### config.mk
export PLATFORM = sky130hd
export DESIGN_NAME = phy_tx_scheduler_flat
export DESIGN_NICKNAME = d
export VERILOG_FILES = /design/src/rtl/phy_sched_pkg.sv /design/src/rtl/phy_tx_scheduler_if.sv /design/src/rtl/phy_rr_pick.sv /design/src/rtl/phy_tx_scheduler.sv /design/src/flat_wrapper.sv
export SDC_FILE = /design/constraint.sdc
export NUM_CORES = 1
export LEC_CHECK = 0
export ABC_AREA = 1
export BUFFER_PORTS_ARGS = -buffer_cell sky130_fd_sc_hd__buf_2
export CORE_MARGIN = 5
export CORE_UTILIZATION = 35
export DETAILED_ROUTE_END_ITERATION = 8
export GPL_TIMING_DRIVEN = 0
export PLACE_DENSITY = 0.62
export SETUP_SLACK_MARGIN = 0.02
export SLEW_MARGIN = 10
export SYNTH_ARGS = -nofsm -noshare
export SYNTH_HDL_FRONTEND = slang
export SYNTH_SLANG_ARGS = --single-unit
export TNS_END_PERCENT = 5
### constraint.sdc
create_clock -name clk_32f -period 8.1 [get_ports clk_32f]
set_clock_uncertainty 0.2 [all_clocks]
set_input_delay 2.43 -clock clk_32f [delete_from_list [all_inputs] [get_ports clk_32f]]
set_output_delay 2.43 -clock clk_32f [all_outputs]
set_load 0.05 [all_outputs]
### src/rtl/phy_sched_pkg.sv
// Shared defaults, FSM state type and counter-width helper for the PHY
// transmit scheduler.
package phy_sched_pkg;
  localparam int N_REQ_DEF       = 4;
  localparam int DATA_W_DEF      = 32;
  localparam int SLOT_CYCLES_DEF = 16;

  function automatic int cnt_w(input int slots);
    return $clog2(slots);
  endfunction

  localparam int CNT_W = cnt_w(SLOT_CYCLES_DEF);

  typedef enum logic {IDLE = 1'b0, SEND = 1'b1} state_e;
endpackage

### src/rtl/phy_tx_scheduler_if.sv
// Requester/PHY-side bundle of the transmit scheduler. master = requesters and
// PHY sink, slave = the scheduler itself.
interface phy_tx_scheduler_if
  import phy_sched_pkg::*;
#(
  parameter int N_REQ  = N_REQ_DEF,
  parameter int DATA_W = DATA_W_DEF
) ();
  localparam int ID_W = $clog2(N_REQ);

  logic                    en;
  logic [N_REQ-1:0]        req_valid;
  logic [N_REQ*DATA_W-1:0] req_data;
  logic [N_REQ-1:0]        req_ack;
  logic                    valid_out;
  logic [DATA_W-1:0]       Data_out;
  logic [ID_W-1:0]         grant_id;
  logic                    slot_start;

  modport master (
    output en, req_valid, req_data,
    input  req_ack, valid_out, Data_out, grant_id, slot_start
  );

  modport slave (
    input  en, req_valid, req_data,
    output req_ack, valid_out, Data_out, grant_id, slot_start
  );
endinterface

### src/rtl/phy_rr_pick.sv
// Rotating-priority picker: first set request at or above ptr_i, with wrap.
module phy_rr_pick #(
  parameter  int N_REQ = 4,
  localparam int ID_W  = $clog2(N_REQ)
) (
  input  logic [N_REQ-1:0] req_i,
  input  logic [ID_W-1:0]  ptr_i,
  output logic             found_o,
  output logic [ID_W-1:0]  win_o
);
  int              idx;
  logic [ID_W-1:0] idx_l;

  // Walk from the farthest offset down so the nearest one to ptr_i is the
  // last assignment and therefore wins.
  always_comb begin
    found_o = 1'b0;
    win_o   = '0;
    idx     = 0;
    idx_l   = '0;
    for (int k = N_REQ - 1; k >= 0; k--) begin
      idx = int'(ptr_i) + k;
      if (idx >= N_REQ) idx = idx - N_REQ;
      idx_l = ID_W'(idx);
      if (req_i[idx_l]) begin
        found_o = 1'b1;
        win_o   = idx_l;
      end
    end
  end
endmodule

### src/rtl/phy_tx_scheduler.sv
// Shares one PHY transmit port among N_REQ sources: one round-robin grant per
// fixed slot of SLOT_CYCLES clocks, word held on Data_out for the whole slot.
module phy_tx_scheduler
  import phy_sched_pkg::*;
#(
  parameter int N_REQ       = N_REQ_DEF,
  parameter int DATA_W      = DATA_W_DEF,
  parameter int SLOT_CYCLES = SLOT_CYCLES_DEF
) (
  input logic               clk_32f,
  input logic               reset,
  phy_tx_scheduler_if.slave bus
);
  localparam int            CW       = cnt_w(SLOT_CYCLES);
  localparam int            ID_W     = $clog2(N_REQ);
  localparam logic [CW-1:0] CNT_LAST = CW'(SLOT_CYCLES - 1);
  localparam logic [ID_W-1:0] ID_LAST = ID_W'(N_REQ - 1);

  state_e                        state_q, state_d;
  logic [CW-1:0]                 cnt_q, cnt_d;
  logic [DATA_W-1:0]             hold_q, hold_d;
  logic [ID_W-1:0]               gid_q, gid_d, ptr_q, ptr_d, win;
  logic                          slot_start_q, found, boundary, grant;
  logic [N_REQ-1:0][DATA_W-1:0]  req_word;

  assign req_word = bus.req_data;
  assign boundary = (cnt_q == CNT_LAST);
  assign grant    = boundary && bus.en && found;

  phy_rr_pick #(.N_REQ(N_REQ)) u_pick (
    .req_i   (bus.req_valid),
    .ptr_i   (ptr_q),
    .found_o (found),
    .win_o   (win)
  );

  always_ff @(posedge clk_32f or negedge reset) begin
    if (!reset) state_q <= IDLE;
    else        state_q <= state_d;
  end

  // Every boundary re-decides the next slot from scratch, whatever the state.
  always_comb begin
    state_d = state_q;
    if (boundary) state_d = grant ? SEND : IDLE;
  end

  always_comb begin
    bus.valid_out = (state_q == SEND);
    bus.Data_out  = (state_q == SEND) ? hold_q : '0;
  end

  // Ack is decoded from the registered slot counter, so it can only be high
  // in the boundary cycle and only for the single winner.
  for (genvar i = 0; i < N_REQ; i++) begin : g_ack
    assign bus.req_ack[i] = grant && (win == ID_W'(i));
  end

  always_comb begin
    cnt_d  = boundary ? '0 : cnt_q + CW'(1);
    hold_d = hold_q;
    gid_d  = gid_q;
    ptr_d  = ptr_q;
    if (grant) begin
      hold_d = req_word[win];
      gid_d  = win;
      ptr_d  = (win == ID_LAST) ? '0 : win + ID_W'(1);
    end
  end

  always_ff @(posedge clk_32f or negedge reset) begin
    if (!reset) begin
      cnt_q        <= '0;
      hold_q       <= '0;
      gid_q        <= '0;
      ptr_q        <= '0;
      slot_start_q <= 1'b0;
    end else begin
      cnt_q        <= cnt_d;
      hold_q       <= hold_d;
      gid_q        <= gid_d;
      ptr_q        <= ptr_d;
      slot_start_q <= boundary;
    end
  end

  assign bus.grant_id   = gid_q;
  assign bus.slot_start = slot_start_q;
endmodule

### src/flat_wrapper.sv
// flat-port wrapper written by rule: the top's interface ports become plain ports
module phy_tx_scheduler_flat import phy_sched_pkg::*;
#(
  parameter int N_REQ       = N_REQ_DEF,
  parameter int DATA_W      = DATA_W_DEF,
  parameter int SLOT_CYCLES = SLOT_CYCLES_DEF
)
  (clk_32f, reset, bus_en, bus_req_valid, bus_req_data, bus_req_ack, bus_valid_out, bus_Data_out, bus_grant_id, bus_slot_start);
  phy_tx_scheduler_if #(.N_REQ(N_REQ), .DATA_W(DATA_W)) bus_i ();
  input logic clk_32f;
  input logic reset;
  input wire logic [$bits(bus_i.en)-1:0] bus_en;
  input wire logic [$bits(bus_i.req_valid)-1:0] bus_req_valid;
  input wire logic [$bits(bus_i.req_data)-1:0] bus_req_data;
  output wire logic [$bits(bus_i.req_ack)-1:0] bus_req_ack;
  output wire logic [$bits(bus_i.valid_out)-1:0] bus_valid_out;
  output wire logic [$bits(bus_i.Data_out)-1:0] bus_Data_out;
  output wire logic [$bits(bus_i.grant_id)-1:0] bus_grant_id;
  output wire logic [$bits(bus_i.slot_start)-1:0] bus_slot_start;
  assign bus_i.en = bus_en;
  assign bus_i.req_valid = bus_req_valid;
  assign bus_i.req_data = bus_req_data;
  assign bus_req_ack = bus_i.req_ack;
  assign bus_valid_out = bus_i.valid_out;
  assign bus_Data_out = bus_i.Data_out;
  assign bus_grant_id = bus_i.grant_id;
  assign bus_slot_start = bus_i.slot_start;
  phy_tx_scheduler #(.N_REQ(N_REQ), .DATA_W(DATA_W), .SLOT_CYCLES(SLOT_CYCLES)) u_core (.clk_32f(clk_32f), .reset(reset), .bus(bus_i));
endmodule
# Word level (Yosys, flattened, before mapping)
# Index checks and enable logic that the tools add are counted.
[totals]
latch_bits = 0
romBits = 0
mem_count = 0
ramBits = 0
input_bits = 135
output_inout_bits = 40
register_bits = 42
[op_classes]
div_mod_pow = 0
order_cmp = 9
n_shift = 0
reduce_logical = 7
multipliers = 0
n_mux = 26
n_eq_ne = 4
bitwise_logic = 0
n_addsub = 9
[ops]
columns = ["op", "n"]
rows = [
  ["$bmux 32 s2", 1],
  ["$mux 32", 2],
  ["$mux 2", 9],
  ["$lt 2x3->1 const B", 5],
  ["$ge 3x3->1 const B", 3],
  ["$mux 1", 9],
  ["$bmux 1 s2", 4],
  ["$sub 2x1->2 const B", 4],
  ["$add 2x2->3 const B", 2],
  ["$logic_and 1x1->1", 6],
  ["$add 4x1->4 const B", 1],
  ["$eq 2x2->1 const B", 2],
  ["$eq 4x4->1 const B", 1],
  ["$mux 4", 1],
  ["$add 2x1->3 const B", 1],
  ["$ge 2x3->1 const B", 1],
  ["$add 2x1->2 const B", 1],
  ["$eq 2x1->1 const B", 1],
  ["$logic_not 2->1", 1],
]

# Longest topological paths before layout
[logic_depth]
word_depth = 11
depth_mapped = 16
mapped_depth_nobuf = 13

# Hierarchy
# From an unflattened synthesis, not the netlist that was laid out.
[unflattened]
cells_unflattened = 670
hier_area_um2 = 3721.1
[modules_own_cells]
columns = ["mod", "seq_area_each_um2", "cells_each", "area_each_um2", "instances"]
rows = [
  ["phy_tx_scheduler", 1051.0, 624, 3508.4, 1],
  ["phy_rr_pick", 0.0, 46, 212.7, 1],
]

# Worst setup path before layout
# No wires, ideal clock.
[synth_path]
kind = "input to output"
from = "in bus_req_valid[2]"
to = "out bus_req_ack[0]"
t_required_ns = 5.470
setup_slack_ns = 1.393
arrival_time_ns = 4.077
cell_stages = 12
path_cell_list = "inv_1 > o21ai_0 > nand2_1 > nand2_1 > inv_2 > nand3_2 > nand2_2 > buf_6 > buf_6 > nor2_2 > inv_1 > nor2_1"
[synth_via]
elab_chain_len = 8
word_cells_on_any_way = 19
[synth_lines]
columns = ["item", "line", "source"]
rows = [
  ["from (decl)", "flat_wrapper.sv:13", "input wire logic [$bits(bus_i.req_valid)-1:0] bus_req_valid;"],
  ["$bmux 1 s2", "phy_rr_pick.sv:25", "if (req_i[idx_l]) begin"],
  ["$mux 1 (not written as such)", "phy_rr_pick.sv:25", ""],
  ["$mux 2 / $mux 1 (equally long branches) (4 in a row)", "phy_rr_pick.sv:25", ""],
  ["$logic_not 2->1 / $logic_and 1x1->1 (equally long branches)", "phy_tx_scheduler.sv:56, phy_tx_scheduler.sv:28", ""],
  ["$logic_and 1x1->1 *", "phy_tx_scheduler.sv:56", "assign bus.req_ack[i] = grant && (win == ID_W'(i));"],
  ["to (decl)", "flat_wrapper.sv:15", "output wire logic [$bits(bus_i.req_ack)-1:0] bus_req_ack;"],
]
# Mark *: on every way between the ends. The rest lies on a longest branch, timed or not. The select of a mux whose other input is x is not followed.

# Final worst setup path
# Same ends and word-level chain as after synthesis.

==> out/metrics.cfg <==
[status]
status = finished clean

[detailed_routing]
met2WireLength_microns = 5680
drt-total-wl_microns = 12000
drc_errors = 0
wl_per_cell_microns = 12.1
dr.pass1.iters = 7
m1WireLength_microns = 5420
antenna_left = 0
num_vias = 4273
vias_per_cell = 4.33
dr.first_iter.drc_count = 256
top_layer = met4
wl_met3_microns = 792

[worst_setup_path]
path_cells = buf_2 -> inv_1 -> o21ai_0 -> nand2_1 -> nand2_1 -> inv_2 -> nand3_2 -> nand2_2 -> buf_6 -> buf_6 -> nor2_2 -> inv_1 -> nor2_1 -> buf_2
crit_path_end_kind = output port
crit_type = input port to output port
crit_path_max_fanout = 10
max_stage_delay_ns = 0.26
r2r_setup_slack_ns = 5.79
start_kind = input port
critical_path_required_ns = 5.47
cpMaxStageDelayCell = buf_2
critPathArrivalTime_ns = 4.03

[power_and_ir_drop]
seqPwrFrac_pct = 20.1
power-per-cell-area_nw_per_um2 = 315
power.total_uw = 1550
combPwrFrac_pct = 66.3
p_int_uw = 753
power.static_leakage_uw = 0.00349
pwr-share-clk_pct = 13.5
switching_share_pct = 51.3
p_sw_uw = 795
vdd_drop_max_mv = 0.122

[sta]
timing.fmax_ghz = 0.150
setup_tns_ns = 0
finalHoldViolCount = 0
finalSetupViolCount = 0
slew_headroom_pct = 33.6
fin_hold_ws_ns = 0.280
slew_violations = 0
tightest_slew_ns = 0.996
rsz0062_at_grt = false
fin_crit_sh_pct = 82.3
finalCriticalPeriod_ns = 6.66

[global_route]
grt-ovfl-total = 0
global_route.usage.total_pct = 18.6
grt_pass1_wl_microns = 19400
antenna_found_initial = 0
grt_pass1_vias = 4014
grt_max_degree = 43

[clock_network]
cts_tree = done
root_buffer = clkbuf_8
htreeDepth = 2
cts_hold_buf = 0
cts_resized = 0
numCtsBuffers = 5
clk_path_buf_depth = 2
path_clk_slew_ns = 0.09
insertion_delay_ns = 0.29
post-cts-setup-buffer-count = 0
cts_sinks = 42

[placed_design]
io_buffer_count = 174
hpwl_microns = 9420
dp_cells = 979
place_congestion = 0.804

[cells_and_area]
nets = 986
n_antenna_cell = 0
stdcell_count = 987
synthToLayoutAreaGrowth_pct = 31.7
fin_util_pct = 47.4
drive_gt1_share_pct = 26.0

[yosys]
synthTopCellsByArea = dfrtp_1, nand2_1, nand3_1
synthArstFlopShare_pct = 100
ys_ff_latch = 42
synth-seq-area-share_pct = 28.2
avgSynthCellArea_sq_um = 5.58
synth_most_common_cell = nand2_1
synthCells = 669
synth_edf_count = 0
ys_warn_count = 0
synth_nets = 805
synthTopCellsByCount = nand2_1, inv_1, nand3_1
synth_area_sq_um = 3730
synth_flop_cell = dfrtp_1
ys_types = 23
yosysTopAreaCell = dfrtp_1
synth_top_area_share_pct = 28.2

[floorplanning]
dieArea_sq_um = 12800
initial_core_util_pct = 36.0
core_area_sq_um = 10400
die_h_microns = 113
die_width_microns = 113
pin_count = 175
rows = 37

[flow_run]
max_cap_violations = 0

[worst_hold_path]
hold_path.class = flip-flop to flip-flop

[critical path: cells and delay by family]
family | cells | cell delay (ns)
AOI/OAI and AO/OA | 1 | 0.20
buffers and inverters | 7 | 0.80
and+or+nand+nor | 6 | 0.59
[power groups by stage]
stage	Sequential (uW)	Combinational (uW)	Clock (uW)
floorplan	318	768	0
global placement	313	1040	0
detailed placement	315	1040	0
CTS	312	1040	213
global route	321	1170	222
finish	312	1030	209
[state kept, by name, indices dropped and copies added, names as in the netlist]
signal / flops
u_core.hold_q: 32
u_core.ptr_q: 2
u_core.bus.slot_start: 1
u_core.bus.valid_out: 1
u_core.cnt_q: 4
u_core.bus.grant_id: 2
[layer usage]
layer / track usage, % / vias up
met1: 24.7 / 1818
met3: 3.21 / 9
met5: 0 / -
li1: - / 2313
met4: 3.13 / 0
met2: 32.0 / 133
[final timing paths]
path                                         from                      to  cells past startpoint
setup / recovery                 bus_req_valid[2]          bus_req_ack[0]                     14
hold / removal             u_core.bus.grant_id[1]  u_core.bus.grant_id[1]                      2
setup reg to reg                  u_core.cnt_q[0]       u_core.hold_q[28]                      8
hold reg to reg            u_core.bus.grant_id[1]  u_core.bus.grant_id[1]                      2
max in group asynchronous                   reset       u_core.hold_q[23]                      1
min in group asynchronous                   reset       u_core.hold_q[27]                      1
[final cells by class]
type                    instances  area [sq um]
clock inverters                 2          60.1
multi-input cells             416          1800
inverters                     173           649
flip-flops and latches         42          1050
plain buffers                  38           234
well taps                     136           170
clock buffers                   6          82.6
fillers                      1227          5450
repair buffers                174           871
[logic make-up (layout without fill, tap and decap cells)]
logic type               count (synthesis)  count (layout)  synth area share [%]
flip-flops                              42              42                  28.2
AND/OR/NAND/NOR                        404             404                  46.0
buffers and inverters                  211             393                  23.7
AO/OA/AOI/OAI                            9               9                  1.37
XOR/XNOR                                 2               2                 0.469
adder cells (fa/ha/maj)                  1               1                 0.335
[layout by cell type, fill, tap and decap left out]
master,Yosys,final
nand3_2,3,3
clkbuf_1,7,7
xnor2_1,1,1
buf_1,3,3
o21ai_0,4,4
o21ai_1,2,2
buf_2,16,190
clkbuf_8,0,6
a21oi_1,1,1
ha_1,1,1
nand3_1,135,135
nor2_1,7,7
or2_2,1,1
inv_1,171,171
xor2_1,1,1
nor2_2,1,1
buf_4,5,5
buf_6,7,7
bufinv_16,0,2
nand2_2,3,3
o211ai_1,1,1
inv_2,2,2
nand2_1,254,254
o21ai_2,1,1
dfrtp_1,42,42
[stage by stage]
| step | area, sq um | worst slack, ns |
|---|---|---|
| detailed placement | 4770 | 1.41 |
| CTS | 4920 | 1.40 |
| floorplan | 3730 | 1.39 |
| global placement | 4770 | 1.41 |
| finish | 4920 | 1.44 |
| global route | 4920 | 1.13 |
Power figures use the tool's default switching activity.
